==> config.mk <==
export PLATFORM = sky130hd
export DESIGN_NAME = input_frame_scheduler
export DESIGN_NICKNAME = d
export VERILOG_FILES = /design/src/rtl/input_frame_scheduler.sv
export SDC_FILE = /design/constraint.sdc
export NUM_CORES = 1
export LEC_CHECK = 0
export CORE_UTILIZATION = 35
export CTS_CLUSTER_SIZE = 40
export DETAILED_ROUTE_END_ITERATION = 16
export PLACE_DENSITY = 0.63
export RECOVER_POWER = 25
export SYNTH_ARGS = -nofsm -noshare
export SYNTH_HDL_FRONTEND = slang
export SYNTH_SLANG_ARGS = --single-unit
==> constraint.sdc <==
create_clock -name clk -period 7.9 [get_ports clk]
set_input_delay 1.185 -clock clk [delete_from_list [all_inputs] [get_ports clk]]
set_output_delay 1.185 -clock clk [all_outputs]
set_load 0.01 [all_outputs]
==> src/rtl/input_frame_scheduler.sv <==
// ---------------------------------------------------------------------------
// input_frame_scheduler
//
// Polls the controller once per frame. The poll is launched at the start of
// vertical blanking and the response is validated into a shadow register.
// The shadow is committed to the outputs at one fixed blanking line, so the
// displayed inputs never change in the middle of a frame. If too many frames
// pass without new data, the outputs are forced to neutral and pad_connected
// drops.
//
// Ports:
//   clk, reset          100 MHz clock; asynchronous active-high reset
//   x, y                VGA pixel column / row
//   poll_req            held high from poll launch until the transaction ends
//   poll_ack            one-cycle completion pulse; poll_data and poll_error
//                       are valid in this cycle
//   poll_error          the transaction failed
//   poll_data           raw 8-byte response, byte0 = [63:56]
//   pad_buttons         {start,Y,X,B,A,L,R,Z,D_UP,D_DOWN,D_RIGHT,D_LEFT}
//   joy_x .. r_trigger  committed analog values
//   pad_connected       a valid poll was committed within STALE_FRAMES frames
//   poll_err_count      saturating count of failed, timed-out or invalid polls
// ---------------------------------------------------------------------------
module input_frame_scheduler #(
    parameter int POLL_LINE      = 481,
    parameter int COMMIT_LINE    = 524,
    parameter int TIMEOUT_CYCLES = 50000,
    parameter int STALE_FRAMES   = 4
) (
    input  logic        clk,
    input  logic        reset,
    input  logic [9:0]  x,
    input  logic [9:0]  y,
    output logic        poll_req,
    input  logic        poll_ack,
    input  logic        poll_error,
    input  logic [63:0] poll_data,
    output logic [11:0] pad_buttons,
    output logic [7:0]  joy_x,
    output logic [7:0]  joy_y,
    output logic [7:0]  c_stick_x,
    output logic [7:0]  c_stick_y,
    output logic [7:0]  l_trigger,
    output logic [7:0]  r_trigger,
    output logic        pad_connected,
    output logic [7:0]  poll_err_count
);

    localparam int TW = $clog2(TIMEOUT_CYCLES + 1);
    localparam int SW = $clog2(STALE_FRAMES + 1);

    localparam logic [1:0] S_IDLE    = 2'd0;
    localparam logic [1:0] S_REQ     = 2'd1;
    localparam logic [1:0] S_CAPTURE = 2'd2;

    localparam logic [9:0]    POLL_Y    = 10'(POLL_LINE);
    localparam logic [9:0]    COMMIT_Y  = 10'(COMMIT_LINE);
    localparam logic [TW-1:0] TMO_LAST  = TW'(TIMEOUT_CYCLES - 1);
    localparam logic [SW-1:0] STALE_MAX = SW'(STALE_FRAMES);

    // Decoded pad image: {buttons[11:0], jx, jy, cx, cy, lt, rt}
    localparam logic [59:0] NEUTRAL = {12'h000, 8'h80, 8'h80, 8'h80, 8'h80, 8'h00, 8'h00};

    // A frame is usable only when byte0[7:5] is zero and byte1[7] is set.
    function automatic logic frame_valid(input logic [63:0] d);
        return (d[63:61] == 3'b000) && d[55];
    endfunction

    // Extract the button bits and the six analog bytes from a raw response.
    function automatic logic [59:0] decode(input logic [63:0] d);
        return {d[60:56], d[54:48], d[47:0]};
    endfunction

    logic [1:0]    state_q, state_d;
    logic [TW-1:0] tmo_q, tmo_d;
    logic          poll_req_q, poll_req_d;
    logic [59:0]   resp_q, resp_d;
    logic [59:0]   shadow_q, shadow_d;
    logic          shadow_new_q, shadow_new_d;
    logic [SW-1:0] stale_q, stale_d;
    logic [59:0]   pad_q, pad_d;
    logic          conn_q, conn_d;
    logic [7:0]    err_q, err_d;
    logic          err_inc_s;
    logic [SW-1:0] stale_next_s;
    logic          poll_tick_s;
    logic          commit_tick_s;

    assign poll_tick_s   = (x == 10'd0) && (y == POLL_Y);
    assign commit_tick_s = (x == 10'd0) && (y == COMMIT_Y);

    // Next-state logic for the poll FSM, the commit path and the error counter.
    always_comb begin
        state_d      = state_q;
        tmo_d        = tmo_q;
        poll_req_d   = poll_req_q;
        resp_d       = resp_q;
        shadow_d     = shadow_q;
        shadow_new_d = shadow_new_q;
        stale_d      = stale_q;
        pad_d        = pad_q;
        conn_d       = conn_q;
        err_inc_s    = 1'b0;
        stale_next_s = (stale_q == STALE_MAX) ? stale_q : stale_q + 1'b1;

        // The commit is evaluated first. A capture on the same edge then
        // re-arms shadow_new, so that data waits for the next frame.
        if (commit_tick_s) begin
            if (shadow_new_q) begin
                pad_d        = shadow_q;
                conn_d       = 1'b1;
                stale_d      = '0;
                shadow_new_d = 1'b0;
            end else begin
                stale_d = stale_next_s;
                if (stale_next_s == STALE_MAX) begin
                    pad_d  = NEUTRAL;
                    conn_d = 1'b0;
                end else begin
                    pad_d  = pad_q;
                    conn_d = conn_q;
                end
            end
        end else begin
            stale_d = stale_q;
        end

        case (state_q)
            S_IDLE: begin
                if (poll_tick_s) begin
                    state_d    = S_REQ;
                    poll_req_d = 1'b1;
                    tmo_d      = '0;
                end else begin
                    state_d = S_IDLE;
                end
            end
            S_REQ: begin
                if (poll_ack) begin
                    if (!poll_error && frame_valid(poll_data)) begin
                        state_d = S_CAPTURE;
                        resp_d  = decode(poll_data);
                    end else begin
                        state_d    = S_IDLE;
                        poll_req_d = 1'b0;
                        err_inc_s  = 1'b1;
                    end
                end else if (tmo_q == TMO_LAST) begin
                    state_d    = S_IDLE;
                    poll_req_d = 1'b0;
                    err_inc_s  = 1'b1;
                end else begin
                    tmo_d = tmo_q + 1'b1;
                end
            end
            S_CAPTURE: begin
                shadow_d     = resp_q;
                shadow_new_d = 1'b1;
                poll_req_d   = 1'b0;
                state_d      = S_IDLE;
            end
            default: begin
                state_d    = S_IDLE;
                poll_req_d = 1'b0;
            end
        endcase

        if (err_inc_s && (err_q != 8'hFF)) begin
            err_d = err_q + 8'd1;
        end else begin
            err_d = err_q;
        end
    end

    // State registers; the asynchronous reset drops poll_req immediately.
    always_ff @(posedge clk or posedge reset) begin
        if (reset) begin
            state_q      <= S_IDLE;
            tmo_q        <= '0;
            poll_req_q   <= 1'b0;
            resp_q       <= '0;
            shadow_q     <= NEUTRAL;
            shadow_new_q <= 1'b0;
            stale_q      <= STALE_MAX;
            pad_q        <= NEUTRAL;
            conn_q       <= 1'b0;
            err_q        <= 8'h00;
        end else begin
            state_q      <= state_d;
            tmo_q        <= tmo_d;
            poll_req_q   <= poll_req_d;
            resp_q       <= resp_d;
            shadow_q     <= shadow_d;
            shadow_new_q <= shadow_new_d;
            stale_q      <= stale_d;
            pad_q        <= pad_d;
            conn_q       <= conn_d;
            err_q        <= err_d;
        end
    end

    assign poll_req       = poll_req_q;
    assign pad_buttons    = pad_q[59:48];
    assign joy_x          = pad_q[47:40];
    assign joy_y          = pad_q[39:32];
    assign c_stick_x      = pad_q[31:24];
    assign c_stick_y      = pad_q[23:16];
    assign l_trigger      = pad_q[15:8];
    assign r_trigger      = pad_q[7:0];
    assign pad_connected  = conn_q;
    assign poll_err_count = err_q;

endmodule

==> load_flow_metrics.sql, run 1 <==
INSERT INTO impl_metrics (metric_group, metric, value, unit) VALUES
('critical_path', 'timing.critical_path.slowest_cell_delay', '2600', 'ps'),
('sta', 'fin_worst_skew', '20.6', 'ps'),
('sta', 'min_period', '3880', 'ps'),
('cells_and_area', 'final_net_count', '821', ''),
('global_routing', 'grt_first_pass_wirelength', '28900', 'um'),
('critical_path', 'crit-reg2reg-launch', 'state_q[0]', ''),
('hold_path', 'hold-path-endpoint', 'pad_q[7]', ''),
('flow_run', 'drv_cap', '1', ''),
('cts', 'clock-sinks', '212', ''),
('floorplanning', 'design.core.area', '23500', 'sq um'),
('sta', 'post_route_setup_tns', '0', 'ps'),
('synth', 'post_synth_num_cell_types', '56', ''),
('floorplanning', 'rows', '56', ''),
('synth', 'netlist.top_cell.by_area', 'sky130_fd_sc_hd__dfrtp_1', ''),
('critical_path', 'crit_path_start_kind', 'register', ''),
('synth', 'synth_enable_flop_cells', '0', ''),
('cts', 'postCtsResizedCells', '0', ''),
('cts', 'tritoncts.num_buffers', '22', ''),
('cts', 'clk_transition_reported_paths', '60', 'ps'),
('hold_path', 'launch_point_of_the_worst_hold_path', 'shadow_q[7]', ''),
('routing', 'detailroute.via_count', '5224', ''),
('critical_path', 'worst_setup_path_end_kind', 'register', ''),
('power', 'swShare', '20.0', '%'),
('sta', 'setup_viol_count_final', '0', ''),
('cts', 'htree_num_levels', '1', ''),
('cells_and_area', 'area_growth', '30.9', '%'),
('synth', 'synth.top_cell.area_share', '60.5', '%'),
('sta', 'grt_setup_unrepaired', 'no', ''),
('cts', 'clk_latency', '500', 'ps'),
('power', 'maximum_vdd_ir_drop', '0.159', 'mV'),
('global_routing', 'grt_overflow_total', '0', ''),
('cells_and_area', 'drive_gt1_share', '25.4', '%'),
('power', 'power_share_of_the_sequential_group', '49.4', '%'),
('critical_path', 'reg2reg_slack', '4020', 'ps'),
('routing', 'drcViolationCount', '0', ''),
('sta', 'finalCritPeriodShare', '49.2', '%'),
('sta', 'max_freq', '0.257', 'GHz'),
('critical_path', 'path_class', 'reg -> reg', ''),
('critical_path', 'crit_path_max_fanout', '61', ''),
('routing', 'wirelength', '17800', 'um'),
('floorplanning', 'ioPinCount', '158', ''),
('synth', 'synth-warning-count', '0', ''),
('power', 'leakagePower', '5.14', 'nW'),
('cts', 'tritoncts', 'built', ''),
('cts', 'cts_hold_buf', '0', ''),
('critical_path', 'critical_path_required', '8260', 'ps'),
('status', 'run_status', 'finished, violations left', ''),
('cts', 'post-cts-setup-buffer-count', '0', ''),
('synth', 'synth.yosys.seq_area_share', '63.3', '%'),
('critical_path', 'r2r_end', 'shadow_q[3]', ''),
('synth', 'mappedNetlistArea', '8400', 'sq um'),
('routing', 'dr.pass1.iters', '4', ''),
('synth', 'syn-num-nets', '666', ''),
('cells_and_area', 'layout_common_cells', 'sky130_fd_sc_hd__dfrtp_1, sky130_fd_sc_hd__clkdlybuf4s50_1, sky130_fd_sc_hd__mux2_2', ''),
('status', 'violations_in_the_final_reports', 'capacitance limit, slew limit', ''),
('cts', 'cts_root_buffer', 'sky130_fd_sc_hd__clkbuf_16', ''),
('place', 'buffer_ports.inserted', '157', ''),
('power', 'p_sw', '0.000440', 'W'),
('hold_path', 'worst_hold_path.num_cells', '1', ''),
('hold_path', 'hp-class', 'reg -> reg', ''),
('synth', 'synth_top_flop_cell', 'sky130_fd_sc_hd__dfrtp_1', ''),
('routing', 'detail_route.iter0.violations', '189', ''),
('critical_path', 'r2r.worst_path.cells', '3', ''),
('place', 'dpl.hpwl', '11300', 'um'),
('synth', 'top_cells_by_area_in_the_synthesized_netlist', 'sky130_fd_sc_hd__dfrtp_1, sky130_fd_sc_hd__mux2_2, sky130_fd_sc_hd__a22o_1, sky130_fd_sc_hd__dfstp_2, sky130_fd_sc_hd__o21ai_0', ''),
('cts', 'clk_path_buf_depth', '3', ''),
('sta', 'drv_slew', '62', ''),
('floorplanning', 'initial_util', '35.8', '%'),
('global_routing', 'grt_antenna_before_repair', '1', ''),
('synth', 'ys_seq_elements', '212', ''),
('cells_and_area', 'fin_area', '11000', 'sq um');
==> layer usage <==
layer	global-route usage (%)	vias to the layer above	share of wire (%)
met5	0	-	0
met4	3.08	0	1.2
met3	3.52	23	6.3
met2	24.1	139	47
met1	19.9	2650	46
li1	-	2412	-
==> worst max-delay path by stage <==
stage,from,endpoint,slack (ps),cells past startpoint
detailed placement,y[6],pad_q[35],3830,7
global route,state_q[0],shadow_q[15],3620,3
CTS,y[6],pad_q[21],4320,7
floorplan,reset,pad_connected,940,1
global placement,y[0],pad_q[32],3930,7
finish,state_q[0],shadow_q[3],4020,3
==> state kept, by name, summed over array words and instances, names as in the netlist <==
name,cells
shadow_q,60
poll_err_count,8
pad_connected,1
resp_q,60
tmo_q,16
pad_q,60
stale_q,3
shadow_new_q,1
state_q,2
poll_req,1
==> cells in the mapped netlist, types with 2 or more instances <==
cell                         n
sky130_fd_sc_hd__dfrtp_1   203
sky130_fd_sc_hd__mux2_2    121
sky130_fd_sc_hd__a22o_1     57
sky130_fd_sc_hd__o21ai_0    19
sky130_fd_sc_hd__nand2_1    16
sky130_fd_sc_hd__nor2_1     14
sky130_fd_sc_hd__inv_1      11
sky130_fd_sc_hd__buf_2      10
sky130_fd_sc_hd__dfstp_2     9
sky130_fd_sc_hd__nand4_1     9
sky130_fd_sc_hd__buf_1       8
sky130_fd_sc_hd__buf_6       7
sky130_fd_sc_hd__nand3_1     7
sky130_fd_sc_hd__a21oi_1     6
sky130_fd_sc_hd__and3_1      6
sky130_fd_sc_hd__xnor2_1     6
sky130_fd_sc_hd__clkbuf_1    4
sky130_fd_sc_hd__ha_1        4
sky130_fd_sc_hd__o22a_1      4
sky130_fd_sc_hd__a211oi_1    3
sky130_fd_sc_hd__a21o_1      3
sky130_fd_sc_hd__mux2i_1     3
sky130_fd_sc_hd__nor3_1      3
sky130_fd_sc_hd__nor4_2      3
sky130_fd_sc_hd__a31o_2      2
sky130_fd_sc_hd__a31oi_1     2
sky130_fd_sc_hd__nand2b_1    2
sky130_fd_sc_hd__nand3b_1    2
sky130_fd_sc_hd__nor2b_1     2
sky130_fd_sc_hd__nor4b_1     2
==> critical path: cells and delay by family (launching register included) <==
kind                   cells  cell delay (ps)
buffers and inverters      1             2600
multiplexers               1              500
flip-flops                 1              450
AND/OR/NAND/NOR            1              120
==> cells by family (layout without fill, tap and decap cells) <==
| group | after synthesis | after routing | synth area share (%) |
|---|---|---|---|
| buf+inv | 41 | 212 | 2.65 |
| flops | 212 | 212 | 63.3 |
| other cells | 0 | 1 | 0 |
| simple gates | 81 | 81 | 6.30 |
| mux | 125 | 125 | 16.7 |
| fa+ha+maj | 4 | 4 | 0.596 |
| xor+xnor | 7 | 7 | 0.730 |
| compound gates | 104 | 104 | 9.73 |
==> stage by stage <==
stage	std cells	total power [W]	hold WS, ps	setup slack, ps
finish	1065	0.00220	486	4020
global route	1064	0.00229	503	3620
CTS	1064	0.00223	489	4320
detailed placement	1024	0.00118	475	3830
global placement	1024	0.00118	469	3930
floorplan	574	0.00113	454	936
==> final cells by class <==
| cell class | count | area, sq um | area share (%) |
|---|---|---|---|
| Sequential cell | 212 | 5320 | 48.4 |
| Antenna cell | 1 | 2.50 | 0.0228 |
| Clock inverter | 9 | 100 | 0.910 |
| Timing Repair Buffer | 161 | 1600 | 14.5 |
| Inverter | 11 | 48.8 | 0.444 |
| Multi-Input combinational cell | 321 | 2890 | 26.2 |
| Clock buffer | 31 | 646 | 5.87 |
| Tap cell | 319 | 399 | 3.63 |
==> power groups by stage <==
stage | logic [W] | registers [W] | clock network [W]
finish | 0.0000702 | 0.00109 | 0.00105
floorplan | 0.0000186 | 0.00111 | 0
global route | 0.0000782 | 0.00109 | 0.00113
global placement | 0.0000708 | 0.00111 | 0
CTS | 0.0000729 | 0.00109 | 0.00107
detailed placement | 0.0000724 | 0.00111 | 0
Note: power is estimated with default switching activity, not from simulation.
==> inputs of run 2 (changes only) <==
==> constraint.sdc (replaced) <==
create_clock -name clk -period 3.65 [get_ports clk]
set_input_delay 0.5475 -clock clk [delete_from_list [all_inputs] [get_ports clk]]
set_output_delay 0.5475 -clock clk [all_outputs]
set_load 0.01 [all_outputs]
==> run 2 against run 1 <==
Against the previous run:
- the run now ends clean
- via count grew 1.9%
- design area grew 0.22%
- critical path type unchanged
- hold slack lost 2.0 ps
- highest routed layer unchanged
- die area is the same
- sequential share of layout area shrank 0.10 points
==> load_flow_metrics.sql, run 2 (same netlist as run 1, synthesis figures left out) <==
INSERT INTO impl_metrics (metric_group, metric, value, unit) VALUES
('cells_and_area', 'final_net_count', '827', ''),
('critical_path', 'crit_path_start_kind', 'register', ''),
('sta', 'number_of_hold_violations_in_the_final_report', '0', ''),
('critical_path', 'cell_occurring_most_often_along_the_worst_timing_path', 'sky130_fd_sc_hd__a211oi_1', ''),
('routing', 'drcViolationCount', '0', ''),
('cells_and_area', 'layout_common_cells', 'sky130_fd_sc_hd__dfrtp_1, sky130_fd_sc_hd__clkdlybuf4s50_1, sky130_fd_sc_hd__mux2_2', ''),
('critical_path', 'timing.critical_path.slowest_cell_delay', '770', 'ps'),
('floorplanning', 'dieWidth', '157', 'um'),
('cells_and_area', 'drive_gt1_share', '25.0', '%'),
('routing', 'dr.pass1.iters', '4', ''),
('power', 'power_density', '424', 'nW/um^2'),
('floorplanning', 'design.core.area', '23500', 'sq um'),
('cts', 'postCtsResizedCells', '0', ''),
('hold_path', 'hp-class', 'reg -> reg', ''),
('place', 'place_inst', '1029', ''),
('sta', 'min_period', '2700', 'ps'),
('global_routing', 'grt_first_pass_wirelength', '29800', 'um'),
('routing', 'vias_per_cell', '4.97', ''),
('global_routing', 'first_global_vias', '5721', ''),
('cells_and_area', 'top_regs', 'pad_q: 60 flops, resp_q: 60 flops, shadow_q: 60 flops', ''),
('cts', 'cts_root_buffer', 'sky130_fd_sc_hd__clkbuf_16', ''),
('critical_path', 'crit_path_max_fanout', '30', ''),
('sta', 'post_route_setup_tns', '0', 'ps'),
('global_routing', 'gr-usage-all-layers', '15.2', '%'),
('sta', 'hold_ws', '485', 'ps'),
('critical_path', 'path_class', 'reg -> reg', ''),
('routing', 'avgRoutedWirePerCell', '17.1', 'um'),
('sta', 'max_slew.worst_pin.slew', '1420', 'ps'),
('sta', 'fin_worst_skew', '11.9', 'ps'),
('routing', 'wirelength', '18300', 'um'),
('floorplanning', 'initial_util', '35.8', '%'),
('place', 'routabilityCongestion', '0.833', ''),
('sta', 'max_freq', '0.370', 'GHz'),
('critical_path', 'worst_setup_path_end_kind', 'register', ''),
('critical_path', 'path_cells', 'inv_1, ha_1, nor3b_2, a211oi_1, a211oi_1, o21ai_4, buf_4, a22o_1', ''),
('global_routing', 'grt_util_met2', '24.9', '%'),
('place', 'dpl.hpwl', '12000', 'um'),
('floorplanning', 'die_height', '157', 'um'),
('cts', 'clk_transition_reported_paths', '60', 'ps'),
('routing', 'detail_route.iter0.violations', '198', ''),
('cts', 'tritoncts.num_buffers', '23', ''),
('cts', 'clock-sinks', '212', ''),
('global_routing', 'globalRouteMet3Util', '4.52', '%'),
('cts', 'tritoncts', 'built', ''),
('sta', 'setup_viol_count_final', '0', ''),
('global_routing', 'met1_usage', '19.5', '%'),
('cells_and_area', 'final-instance-count-excl-fill', '1070', ''),
('critical_path', 'critical_path_required', '4090', 'ps'),
('routing', 'antenna_violating_nets_post_route', '0', ''),
('critical_path', 'reg2reg_slack', '950', 'ps'),
('global_routing', 'pin_count_of_the_biggest_net_entering_global_routing', '62', ''),
('floorplanning', 'ioPinCount', '158', ''),
('power', 'maximum_vdd_ir_drop', '0.307', 'mV'),
('global_routing', 'global_route.peak_usage_layer', 'met2', ''),
('sta', 'grt_setup_unrepaired', 'no', ''),
('cells_and_area', 'area_growth', '31.2', '%'),
('cts', 'htree_num_levels', '1', ''),
('cts', 'clk_path_buf_depth', '3', ''),
('critical_path', 'cell_at_the_slowest_stage_of_the_critical_path', 'sky130_fd_sc_hd__o21ai_4', ''),
('routing', 'detailroute.via_count', '5323', ''),
('place', 'buffer_ports.inserted', '157', ''),
('cts', 'cts_hold_buf', '0', ''),
('status', 'run_status', 'finished, final reports clean', ''),
('global_routing', 'grt_overflow_total', '0', ''),
('global_routing', 'grt_antenna_before_repair', '0', ''),
('cells_and_area', 'layout_commonest_cell', 'sky130_fd_sc_hd__dfrtp_1', ''),
('cells_and_area', 'insertedDiodeCount', '0', ''),
('cts', 'post-cts-setup-buffer-count', '0', ''),
('power', 'leakagePower', '5.14', 'nW'),
('flow_run', 'drv_cap', '0', ''),
('floorplanning', 'die_area', '24600', 'sq um'),
('sta', 'finalCritPeriodShare', '74.1', '%'),
('critical_path', 'worstPathArrival', '3140', 'ps'),
('cts', 'clk_latency', '500', 'ps'),
('sta', 'relSlewSlack', '5.48', '%'),
('floorplanning', 'rows', '56', ''),
('sta', 'drv_slew', '0', '');
## run 2: cell count changes in the layout (fill, tap and decap cells not counted), moves of 2 or more
cell | before | now
sky130_fd_sc_hd__buf_12 | 0 | 3
sky130_fd_sc_hd__bufinv_16 | 2 | 0
sky130_fd_sc_hd__clkbuf_1 | 5 | 12
sky130_fd_sc_hd__clkbuf_2 | 0 | 2
sky130_fd_sc_hd__clkbuf_8 | 4 | 6
sky130_fd_sc_hd__clkinv_2 | 5 | 0
sky130_fd_sc_hd__clkinvlp_4 | 2 | 0
## run 2: layout make-up
cell class / count / area (sq um)
Clock buffer: 40 / 699
Clock inverter: 1 / 8.76
Fill cell: 2067 / 12500
Inverter: 11 / 42.5
Multi-Input combinational cell: 321 / 2890
Sequential cell: 212 / 5320
Tap cell: 319 / 399
Timing Repair Buffer: 166 / 1670
## run 2: worst paths after layout
path | to | depth (start not counted) | from
max | pad_q[49] | 8 | stale_q[0]
min | pad_q[57] | 1 | shadow_q[57]
max reg2reg | pad_q[49] | 8 | stale_q[0]
min reg2reg | pad_q[57] | 1 | shadow_q[57]
max in group asynchronous | pad_q[30] | 4 | reset
min in group asynchronous | shadow_q[46] | 2 | reset
## run 2: metal layers
| metal | share of wire, % | wire length, um | vias to the layer above |
|---|---|---|---|
| met5 | 0 | 0 | - |
| met4 | 1.9 | 357 | 0 |
| met3 | 7.5 | 1380 | 28 |
| met2 | 47 | 8660 | 141 |
| met1 | 43 | 7930 | 2727 |
| li1 | - | - | 2427 |
## run 2: through the flow
step / utilization, % / area (sq um) / setup WS [ps] / power (W)
detailed placement: 44.0 / 10300 / 774 / 0.00256
global placement: 44.0 / 10300 / 822 / 0.00255
CTS: 47.0 / 11000 / 865 / 0.00477
floorplan: - / 8400 / 354 / 0.00244
finish: 46.9 / 11000 / 947 / 0.00468
global route: 46.9 / 11000 / 519 / 0.00486
## run 2: power by group
part	switching (W)	leakage (nW)	total (W)	internal [W]
registers	0.000000700	2.91	0.00235	0.00235
clock network	0.000878	0.344	0.00217	0.00129
logic	0.0000656	1.89	0.000155	0.0000896
total	0.000945	5.14	0.00468	0.00373
## run 2: worst max-delay path: cells and delay by family (launching register included)
kind                     cells  cell delay (ps)
flip-flops                   1              410
AO/OA/AOI/OAI                4             1320
AND/OR/NAND/NOR              1               60
adder cells (fa/ha/maj)      1              220
buffers and inverters        2              580
